## src/rtl/surf_event_merger_if.sv

```systemverilog
// Byte-wide AXI4-Stream bundle carrying N parallel lanes; tdata lane i is [8*i +: 8].
// The master side drives payload and valid/last, the slave side drives ready.
interface surf_event_merger_if #(
    parameter int N = 1
);
    logic [8*N-1:0] tdata;
    logic [N-1:0]   tvalid;
    logic [N-1:0]   tlast;
    logic [N-1:0]   tready;

    modport master (output tdata, output tvalid, output tlast, input tready);
    modport slave  (input tdata, input tvalid, input tlast, output tready);
endinterface

```

## src/rtl/surf_event_merger.sv

```systemverilog
// Merges one tlast-terminated frame per enabled SURF into a single tagged event stream.
// Define SURF_MERGE_FOOTER_EN to append an XOR checksum footer byte to every event.
module surf_event_merger #(
    parameter int TIMEOUT   = 1024,
    parameter int CNT_WIDTH = 16
) (
    input  logic                 sysclk_i,
    input  logic                 sysclk_rstn_i,
    input  logic [6:0]           surf_enable_i,
    surf_event_merger_if.slave   s_dout,
    surf_event_merger_if.master  m_ev,
    output logic                 busy_o,
    output logic [CNT_WIDTH-1:0] event_count_o,
    output logic [CNT_WIDTH-1:0] timeout_count_o
);
    localparam int TW = $clog2(TIMEOUT);
    localparam logic [TW-1:0] TIMER_MAX = TW'(TIMEOUT - 1);

    typedef enum logic [2:0] {
        ST_IDLE,
        ST_WAIT,
        ST_HDR,
        ST_DATA,
        ST_FTR
    } state_t;

    state_t               state_reg, state_next;
    logic [6:0]           mask_reg, mask_next;
    logic [2:0]           sel_reg, sel_next;
    logic [TW-1:0]        timer_reg, timer_next;
    logic                 tmo_reg, tmo_next;
    logic [7:0]           out_data_reg, out_data_next;
    logic                 out_valid_reg, out_valid_next;
    logic                 out_last_reg, out_last_next;
    logic [CNT_WIDTH-1:0] ev_cnt_reg, ev_cnt_next;
    logic [CNT_WIDTH-1:0] to_cnt_reg, to_cnt_next;
`ifdef SURF_MERGE_FOOTER_EN
    logic [7:0]           xor_reg, xor_next;
`endif

    logic       can_load;
    logic       sel_valid;
    logic       sel_last;
    logic [7:0] sel_data;
    logic [6:0] above_mask;
    logic       has_next;
    logic [2:0] first_sel;
    logic [2:0] next_sel;
    logic       load;
    logic [7:0] load_byte;
    logic       load_last;
    logic       end_frame;

    // The output register may take a new byte when empty or when its byte leaves this cycle.
    assign can_load  = !out_valid_reg || m_ev.tready[0];
    assign sel_valid = s_dout.tvalid[sel_reg];
    assign sel_last  = s_dout.tlast[sel_reg];
    assign sel_data  = s_dout.tdata[{sel_reg, 3'b000} +: 8];
    assign has_next  = |above_mask;

    generate
        for (genvar gi = 0; gi < 7; gi++) begin : g_lane
            assign above_mask[gi]    = mask_reg[gi] && (sel_reg < 3'(gi));
            assign s_dout.tready[gi] = (state_reg == ST_DATA) && (sel_reg == 3'(gi)) && can_load;
        end
    endgenerate

    // Lowest set bit of the live enable mask and of the SURFs still pending this event.
    always_comb begin
        first_sel = 3'd0;
        next_sel  = 3'd0;
        for (int i = 6; i >= 0; i--) begin
            if (surf_enable_i[i]) first_sel = 3'(i);
            if (above_mask[i])    next_sel  = 3'(i);
        end
    end

    always_comb begin
        state_next     = state_reg;
        mask_next      = mask_reg;
        sel_next       = sel_reg;
        timer_next     = timer_reg;
        tmo_next       = tmo_reg;
        out_data_next  = out_data_reg;
        out_valid_next = out_valid_reg;
        out_last_next  = out_last_reg;
        ev_cnt_next    = ev_cnt_reg;
        to_cnt_next    = to_cnt_reg;
`ifdef SURF_MERGE_FOOTER_EN
        xor_next       = xor_reg;
`endif
        load      = 1'b0;
        load_byte = 8'h00;
        load_last = 1'b0;
        end_frame = 1'b0;

        if (out_valid_reg && m_ev.tready[0]) begin
            out_valid_next = 1'b0;
            out_last_next  = 1'b0;
            if (out_last_reg && (ev_cnt_reg != '1)) ev_cnt_next = ev_cnt_reg + 1'b1;
        end

        case (state_reg)
            ST_IDLE: begin
                if ((surf_enable_i != 7'd0) && s_dout.tvalid[first_sel]) begin
                    mask_next  = surf_enable_i;
                    sel_next   = first_sel;
                    timer_next = '0;
                    tmo_next   = 1'b0;
`ifdef SURF_MERGE_FOOTER_EN
                    xor_next   = 8'h00;
`endif
                    state_next = ST_WAIT;
                end
            end
            ST_WAIT: begin
                // A byte arriving on the expiry cycle still counts as a live SURF.
                if (sel_valid) begin
                    tmo_next   = 1'b0;
                    state_next = ST_HDR;
                end else if (timer_reg == TIMER_MAX) begin
                    tmo_next   = 1'b1;
                    state_next = ST_HDR;
                    if (to_cnt_reg != '1) to_cnt_next = to_cnt_reg + 1'b1;
                end else begin
                    timer_next = timer_reg + 1'b1;
                end
            end
            ST_HDR: begin
                if (can_load) begin
                    load      = 1'b1;
                    load_byte = {4'hA, tmo_reg, sel_reg};
                    if (tmo_reg) end_frame  = 1'b1;
                    else         state_next = ST_DATA;
                end
            end
            ST_DATA: begin
                if (can_load && sel_valid) begin
                    load      = 1'b1;
                    load_byte = sel_data;
                    end_frame = sel_last;
                end
            end
`ifdef SURF_MERGE_FOOTER_EN
            ST_FTR: begin
                if (can_load) begin
                    load       = 1'b1;
                    load_byte  = xor_reg;
                    load_last  = 1'b1;
                    state_next = ST_IDLE;
                end
            end
`endif
            default: state_next = ST_IDLE;
        endcase

        if (end_frame) begin
            if (has_next) begin
                sel_next   = next_sel;
                timer_next = '0;
                tmo_next   = 1'b0;
                state_next = ST_WAIT;
            end else begin
`ifdef SURF_MERGE_FOOTER_EN
                state_next = ST_FTR;
`else
                load_last  = 1'b1;
                state_next = ST_IDLE;
`endif
            end
        end

        if (load) begin
            out_data_next  = load_byte;
            out_valid_next = 1'b1;
            out_last_next  = load_last;
`ifdef SURF_MERGE_FOOTER_EN
            xor_next       = xor_reg ^ load_byte;
`endif
        end
    end

    always_ff @(posedge sysclk_i or negedge sysclk_rstn_i) begin
        if (!sysclk_rstn_i) begin
            state_reg     <= ST_IDLE;
            mask_reg      <= 7'd0;
            sel_reg       <= 3'd0;
            timer_reg     <= '0;
            tmo_reg       <= 1'b0;
            out_data_reg  <= 8'h00;
            out_valid_reg <= 1'b0;
            out_last_reg  <= 1'b0;
            ev_cnt_reg    <= '0;
            to_cnt_reg    <= '0;
`ifdef SURF_MERGE_FOOTER_EN
            xor_reg       <= 8'h00;
`endif
        end else begin
            state_reg     <= state_next;
            mask_reg      <= mask_next;
            sel_reg       <= sel_next;
            timer_reg     <= timer_next;
            tmo_reg       <= tmo_next;
            out_data_reg  <= out_data_next;
            out_valid_reg <= out_valid_next;
            out_last_reg  <= out_last_next;
            ev_cnt_reg    <= ev_cnt_next;
            to_cnt_reg    <= to_cnt_next;
`ifdef SURF_MERGE_FOOTER_EN
            xor_reg       <= xor_next;
`endif
        end
    end

    assign m_ev.tdata      = out_data_reg;
    assign m_ev.tvalid[0]  = out_valid_reg;
    assign m_ev.tlast[0]   = out_last_reg;
    assign busy_o          = (state_reg != ST_IDLE);
    assign event_count_o   = ev_cnt_reg;
    assign timeout_count_o = to_cnt_reg;
endmodule

```

## src/flat_wrapper.sv

```systemverilog
// flat-port wrapper written by rule: the top's interface ports become plain ports
module surf_event_merger_flat 
#(
    parameter int TIMEOUT   = 1024,
    parameter int CNT_WIDTH = 16
)
  (sysclk_i, sysclk_rstn_i, surf_enable_i, busy_o, event_count_o, timeout_count_o, s_dout_tdata, s_dout_tvalid, s_dout_tlast, s_dout_tready, m_ev_tdata, m_ev_tvalid, m_ev_tlast, m_ev_tready);
  surf_event_merger_if #(.N(7)) s_dout_i ();
  surf_event_merger_if #(.N(1)) m_ev_i ();
  input  logic sysclk_i;
  input  logic sysclk_rstn_i;
  input  logic [6:0] surf_enable_i;
  output logic busy_o;
  output logic [CNT_WIDTH-1:0] event_count_o;
  output logic [CNT_WIDTH-1:0] timeout_count_o;
  input wire logic [$bits(s_dout_i.tdata)-1:0] s_dout_tdata;
  input wire logic [$bits(s_dout_i.tvalid)-1:0] s_dout_tvalid;
  input wire logic [$bits(s_dout_i.tlast)-1:0] s_dout_tlast;
  output wire logic [$bits(s_dout_i.tready)-1:0] s_dout_tready;
  output wire logic [$bits(m_ev_i.tdata)-1:0] m_ev_tdata;
  output wire logic [$bits(m_ev_i.tvalid)-1:0] m_ev_tvalid;
  output wire logic [$bits(m_ev_i.tlast)-1:0] m_ev_tlast;
  input wire logic [$bits(m_ev_i.tready)-1:0] m_ev_tready;
  assign s_dout_i.tdata = s_dout_tdata;
  assign s_dout_i.tvalid = s_dout_tvalid;
  assign s_dout_i.tlast = s_dout_tlast;
  assign s_dout_tready = s_dout_i.tready;
  assign m_ev_tdata = m_ev_i.tdata;
  assign m_ev_tvalid = m_ev_i.tvalid;
  assign m_ev_tlast = m_ev_i.tlast;
  assign m_ev_i.tready = m_ev_tready;
  surf_event_merger #(.TIMEOUT(TIMEOUT), .CNT_WIDTH(CNT_WIDTH)) u_core (.sysclk_i(sysclk_i), .sysclk_rstn_i(sysclk_rstn_i), .surf_enable_i(surf_enable_i), .s_dout(s_dout_i), .m_ev(m_ev_i), .busy_o(busy_o), .event_count_o(event_count_o), .timeout_count_o(timeout_count_o));
endmodule
```

## config.mk

```make
export PLATFORM = sky130hd
export DESIGN_NAME = surf_event_merger_flat
export DESIGN_NICKNAME = d
export VERILOG_FILES = /design/src/rtl/surf_event_merger_if.sv /design/src/rtl/surf_event_merger.sv /design/src/flat_wrapper.sv
export SDC_FILE = /design/constraint.sdc
export NUM_CORES = 1
export LEC_CHECK = 0
export CAP_MARGIN = 15
export CORE_MARGIN = 3
export CORE_UTILIZATION = 35
export DETAILED_ROUTE_END_ITERATION = 6
export HOLD_SLACK_MARGIN = 0.15
export PLACE_DENSITY_LB_ADDON = 0.15
export SYNTH_ARGS = -nofsm -noshare
export SYNTH_HDL_FRONTEND = slang
export SYNTH_SLANG_ARGS = --single-unit
```

## constraint.sdc

```tcl
create_clock -name sysclk_i -period 2.3 [get_ports sysclk_i]
set_input_delay 0.46 -clock sysclk_i [delete_from_list [all_inputs] [get_ports sysclk_i]]
set_output_delay 0.46 -clock sysclk_i [all_outputs]
set_load 0.01 [all_outputs]
```

Word level (Yosys, flattened, before mapping). Index checks and enable logic that the tools add are counted.

Word-level logic and storage cells: 137. Register bits after elaboration: 66. Output and inout port bits: 50.

Add/sub/neg operators: 3. Bitwise operators: 1. $lt $le $gt $ge: 9. Equal/unequal tests: 17. Mux-type cells: 59. Reductions and logical operators: 37. Shifts and indexed selects: 1.

Operators with widths (number): $mux 3 (24); $shiftx 56x7->8 (1); $mux 10 (5); $add 16x1->16 const B (2); $ne 16x16->1 const B (2); $logic_and 1x1->1 (25); $pmux 10 s2 (1); $mux 1 (19); $mux 8 (2); $pmux 8 s2 (1); $eq 3x2->1 const B (4); $pmux 3 s4 (1); $add 10x1->10 const B (1); $eq 10x10->1 const B (1); $bmux 1 s3 (3); $eq 3x3->1 const B (3); $lt 3x3->1 const B (3); $lt 3x4->1 const B (2); $reduce_bool 7->1 (1); $reduce_or 7->1 (1); $eq 3x1->1 const B (2); $logic_not 3->1 (2); $lt 3x1->1 const B (2); $lt 3x2->1 const B (2); 13 further kinds (17).

Depth between registers and ports, before layout.
Depth in word-level cells: 14. Depth in mapped cells: 10. Gate-level depth less buffers: 8.

Worst setup path before layout. Ideal clock, no wire load.

Path type: input port to flip-flop. Start point: input port surf_enable_i[1]. End point: register u_core.sel_reg[1]. Buffers on the path: 2. Data arrival time: 2307 ps. Library setup time: 128 ps. Data required time: 2172 ps. Path slack: -135 ps. Stages on the path: 8. Cells stage by stage: buf_6 -> or4_4 -> or2_0 -> and2_0 -> a311o_1 -> buf_6 -> mux2i_1 -> mux2_1.

Cells in the longest elaborated chain, start to end: 9. Elaborated cells on any way between the ends: 10. Classes of those cells: 8 x mux; 2 x reduce/logical.

Ends and longest elaborated chain: start: declaration (RTL line flat_wrapper.sv:12) `input logic [6:0] surf_enable_i;`; $mux 3 (2 in a row) (RTL line surf_event_merger.sv:73) `if (surf_enable_i[i]) first_sel = 3'(i);`; $bmux 1 s3 (RTL line surf_event_merger.sv:105) `if ((surf_enable_i != 7'd0) && s_dout.tvalid[first_sel]) begin`; $mux 1 (implied by the code) (RTL line surf_event_merger.sv:105); $logic_and 1x1->1 (RTL line surf_event_merger.sv:105); $mux 3 * (RTL line surf_event_merger.sv:105); $mux 3 * (RTL line surf_event_merger.sv:103) `case (state_reg)`; $mux 3 (RTL line surf_event_merger.sv:158) `if (has_next) begin`; $mux 3 * (RTL line surf_event_merger.sv:157) `if (end_frame) begin`; via u_core.sel_next[1] (RTL line surf_event_merger.sv:29) `logic [2:0] sel_reg, sel_next;`; end signal: assignment (RTL line surf_event_merger.sv:201) `sel_reg <= sel_next;`; end: declaration (RTL line surf_event_merger.sv:29).

The timed path passes the listed nets; every way through them passes the cells marked *. The select of a mux whose other input is x is not followed. A chain may end at the register's enable or synchronous reset.

Final worst setup path.
Start point: input port surf_enable_i[2]. End point: register u_core.mask_reg[5].

Cells in the longest elaborated chain, start to end: 7. Elaborated cells on any way between the ends: 8. Classes of those cells: 5 x mux; 3 x reduce/logical.

Ends and longest elaborated chain: $mux 3 (3 in a row) (RTL line surf_event_merger.sv:73); $bmux 1 s3 (RTL line surf_event_merger.sv:105); $mux 1 (implied by the code) (RTL line surf_event_merger.sv:105); $logic_and 1x1->1 * (RTL line surf_event_merger.sv:105); $reduce_and 2->1 (no source line) *; end signal: assignment (RTL line surf_event_merger.sv:200) `mask_reg <= mask_next;`; end: declaration (RTL line surf_event_merger.sv:28) `logic [6:0] mask_reg, mask_next;`.

Mark *: on every way between the ends. The rest lies on a longest branch, timed or not. The select of a mux whose other input is x is not followed.

==> flow_summary.toml <==
[outcome]
status = "complete, no violations"

[routing]
antenna_left = 0
firstDrtPassIters = 4
vias_per_cell = 5.29
route.detailed.drc = 0
drt_iter0_markers = 186
routed_wl_mm = 11.9
vias = 3998
routedWlPerCell_um = 15.7

[final_layout]
mostFrequentLayoutCells = "clkdlybuf4s50_1 (115), dfrtp_1 (63), nand2_1 (50), buf_4 (50), nor2_1 (33)"
syn2layout_area_growth_pct = 52.2
nets = 695
drive_gt1_frac = 0.192
layout_commonest_cell = "clkdlybuf4s50_1"
nFillCells = 1048
num_antenna_cells = 0
final_core_util = 0.554
fin_area_mm2 = 0.00640

[floorplan]
die_w_um = 116
die_area_mm2 = 0.0134
ios = 130
die_h_um = 116
initial_core_util = 0.364
core_mm2 = 0.0116
rows = 39

[logic_synthesis]
yosysWarnings = 0
synth_fp_nets = 517
yosysSeqAreaShare = 0.381
syn_inst = 430
ys_async_sr_fraction = 1.00
ys_ff_latch = 64
synthDistinctLibCells = 68
syn_avg_cell_area_um2 = 9.78
syn_area_mm2 = 0.00421
synth-edff-count = 0
synth_flop_cell = "dfrtp_1"

[clock_network]
clock_latency_ps = 330
cts_buffers = 9
cts.sinks = 64
cts_tree = "done"
cts-root-buf = "clkbuf_16"
path_clk_slew_ps = 50
cts-htree-levels = 3
cts_buffer_depth = 2

[placement]
pre_cts_ws_ps = -477
dpl_cell_area_mm2 = 0.00601
port_buffers = 129
gp_congestion = 0.822
dp_hpwl_mm = 9.20

[setup_path]
path_class = "input pin to register"
critPathCaptureType = "register"
critPathLaunch = "surf_enable_i[2]"
reg2regPathDepth = 6
path_max_fanout = 5
r2r-start = "u_core.sel_reg[1]"
reg2reg_to = "u_core.timeout_count_o[1]"
worstPathRequired_ps = 2510
critPathLaunchType = "input pin"
worstPathArrival_ps = 2460
ff2ff_setup_slack_ps = 100

[global_route]
gr-usage-all-layers = 0.178
grt_antenna_before_repair = 0
grt_start_max_net_pins = 65
grt_pass1_wl_mm = 19.2
grt_pass1_vias = 4007
grt_overflow = 0

[sta]
slew_headroom = 0.648
setup_viol = 0
max_freq_ghz = 0.443
drv_slew = 0
worstMarginPinSlew_ps = 523
fin_setup_tns_ps = 0
setup_slack_ps = 43.2
post-route-period-util = 0.981
finClkSkew_ps = 9.86
timing.final.crit_period_ps = 2260
rsz0062_at_grt = "false"
finalHoldViolations = 0

[power]
ir_drop_uv = 459
fin_total_pwr_mw = 6.00
p_leak_nw = 2.75
power_density_mw_per_mm2 = 938

[hold_path]
hp-start = "u_core.m_ev.tdata[1]"
hold_depth = 2
hold_class = "register to register"
hold_end = "u_core.m_ev.tdata[1]"

[job]
maxCapViolCount = 0
## cells in the mapped netlist, types with 3 or more instances
cell / n / share of area
dfrtp_1: 64 / 0.38
nand2_1: 50 / 0.045
nor2_1: 33 / 0.029
nand3_1: 30 / 0.036
xnor2_1: 22 / 0.046
a21oi_1: 18 / 0.021
mux2i_1: 13 / 0.031
xor2_1: 12 / 0.025
inv_1: 11 / 0.0098
o21ai_0: 11 / 0.013
o211ai_1: 10 / 0.018
mux4_2: 9 / 0.048
nand4_1: 8 / 0.012
nor3_1: 8 / 0.0095
a22oi_1: 7 / 0.012
clkbuf_1: 7 / 0.0062
ha_1: 7 / 0.021
mux2_4: 7 / 0.025
nand2b_1: 7 / 0.010
and4_1: 6 / 0.012
and3_1: 5 / 0.0074
nor2b_1: 5 / 0.0074
a211oi_1: 4 / 0.0071
a21o_1: 4 / 0.0071
buf_2: 4 / 0.0048
buf_6: 4 / 0.011
mux2_2: 4 / 0.011
a2bb2oi_1: 3 / 0.0062
and2_1: 3 / 0.0045
nor4_1: 3 / 0.0045
o31ai_1: 3 / 0.0054
## through the flow
step,hold WS [ps],instances
CTS,496,756
floorplan,164,430
finish,491,756
global route,516,756
global placement,474,738
detailed placement,478,738
## per-layer routing
layer | global-route usage | routed length [µm] | part of all wire
met3 | 0.0287 | 513 | 0.043
met4 | 0.0510 | 145 | 0.012
met2 | 0.310 | 5870 | 0.49
met1 | 0.228 | 5360 | 0.45
met5 | 0 | 0 | 0
## worst max-delay path by stage
stage                               endpoint  slack, ps
after floorplan            u_core.sel_reg[1]        -20
after global placement    u_core.mask_reg[5]       -470
after detailed placement  u_core.mask_reg[2]       -480
after CTS                 u_core.mask_reg[5]          6
after global routing      u_core.mask_reg[5]        0.7
final                     u_core.mask_reg[5]         40
## power breakdown
group	switching (mW)	total, mW	internal, mW
Clock	0.501	1.45	0.949
Sequential	0.225	1.57	1.35
Combinational	1.46	2.98	1.53
Total	2.18	6.00	3.82
## repair_timing
item / in CTS / in global routing
gates resized for setup: 18 / 13
pin swaps: 5 / 2
buffers inserted: 1 / 0
hold buffers: 1 / 0
hold endpoints to repair: 1 / 0
endpoints found under the setup margin: 38 / 21
## critical path, stage by stage
cell	delay [ps]
dlygate4sd2_1	240
or4_4	530
or2_1	250
and2_0	160
a311o_2	380
buf_12	160
mux2_4	280
## layout make-up
| type | count | area (µm²) | share of cell area |
|---|---|---|---|
| inverters | 11 | 41.3 | 0.00645 |
| multi-input cells | 336 | 2510 | 0.391 |
| flip-flops and latches | 64 | 1600 | 0.250 |
| clock buffers | 9 | 225 | 0.0352 |
| well taps | 143 | 179 | 0.0279 |
| repair buffers | 186 | 1750 | 0.274 |
| clock inverters | 7 | 96.3 | 0.0150 |
## cells by family (layout without fill, tap and decap cells)
family	count (synthesis)	after routing	share of synthesized area
simple gates	172	172	0.206
flops	64	64	0.381
xor+xnor	34	34	0.0708
mux	34	34	0.117
fa+ha+maj	7	7	0.0208
compound gates	89	89	0.167
buf+inv	30	213	0.0369
No activity file was read; power rests on OpenSTA's default activity.
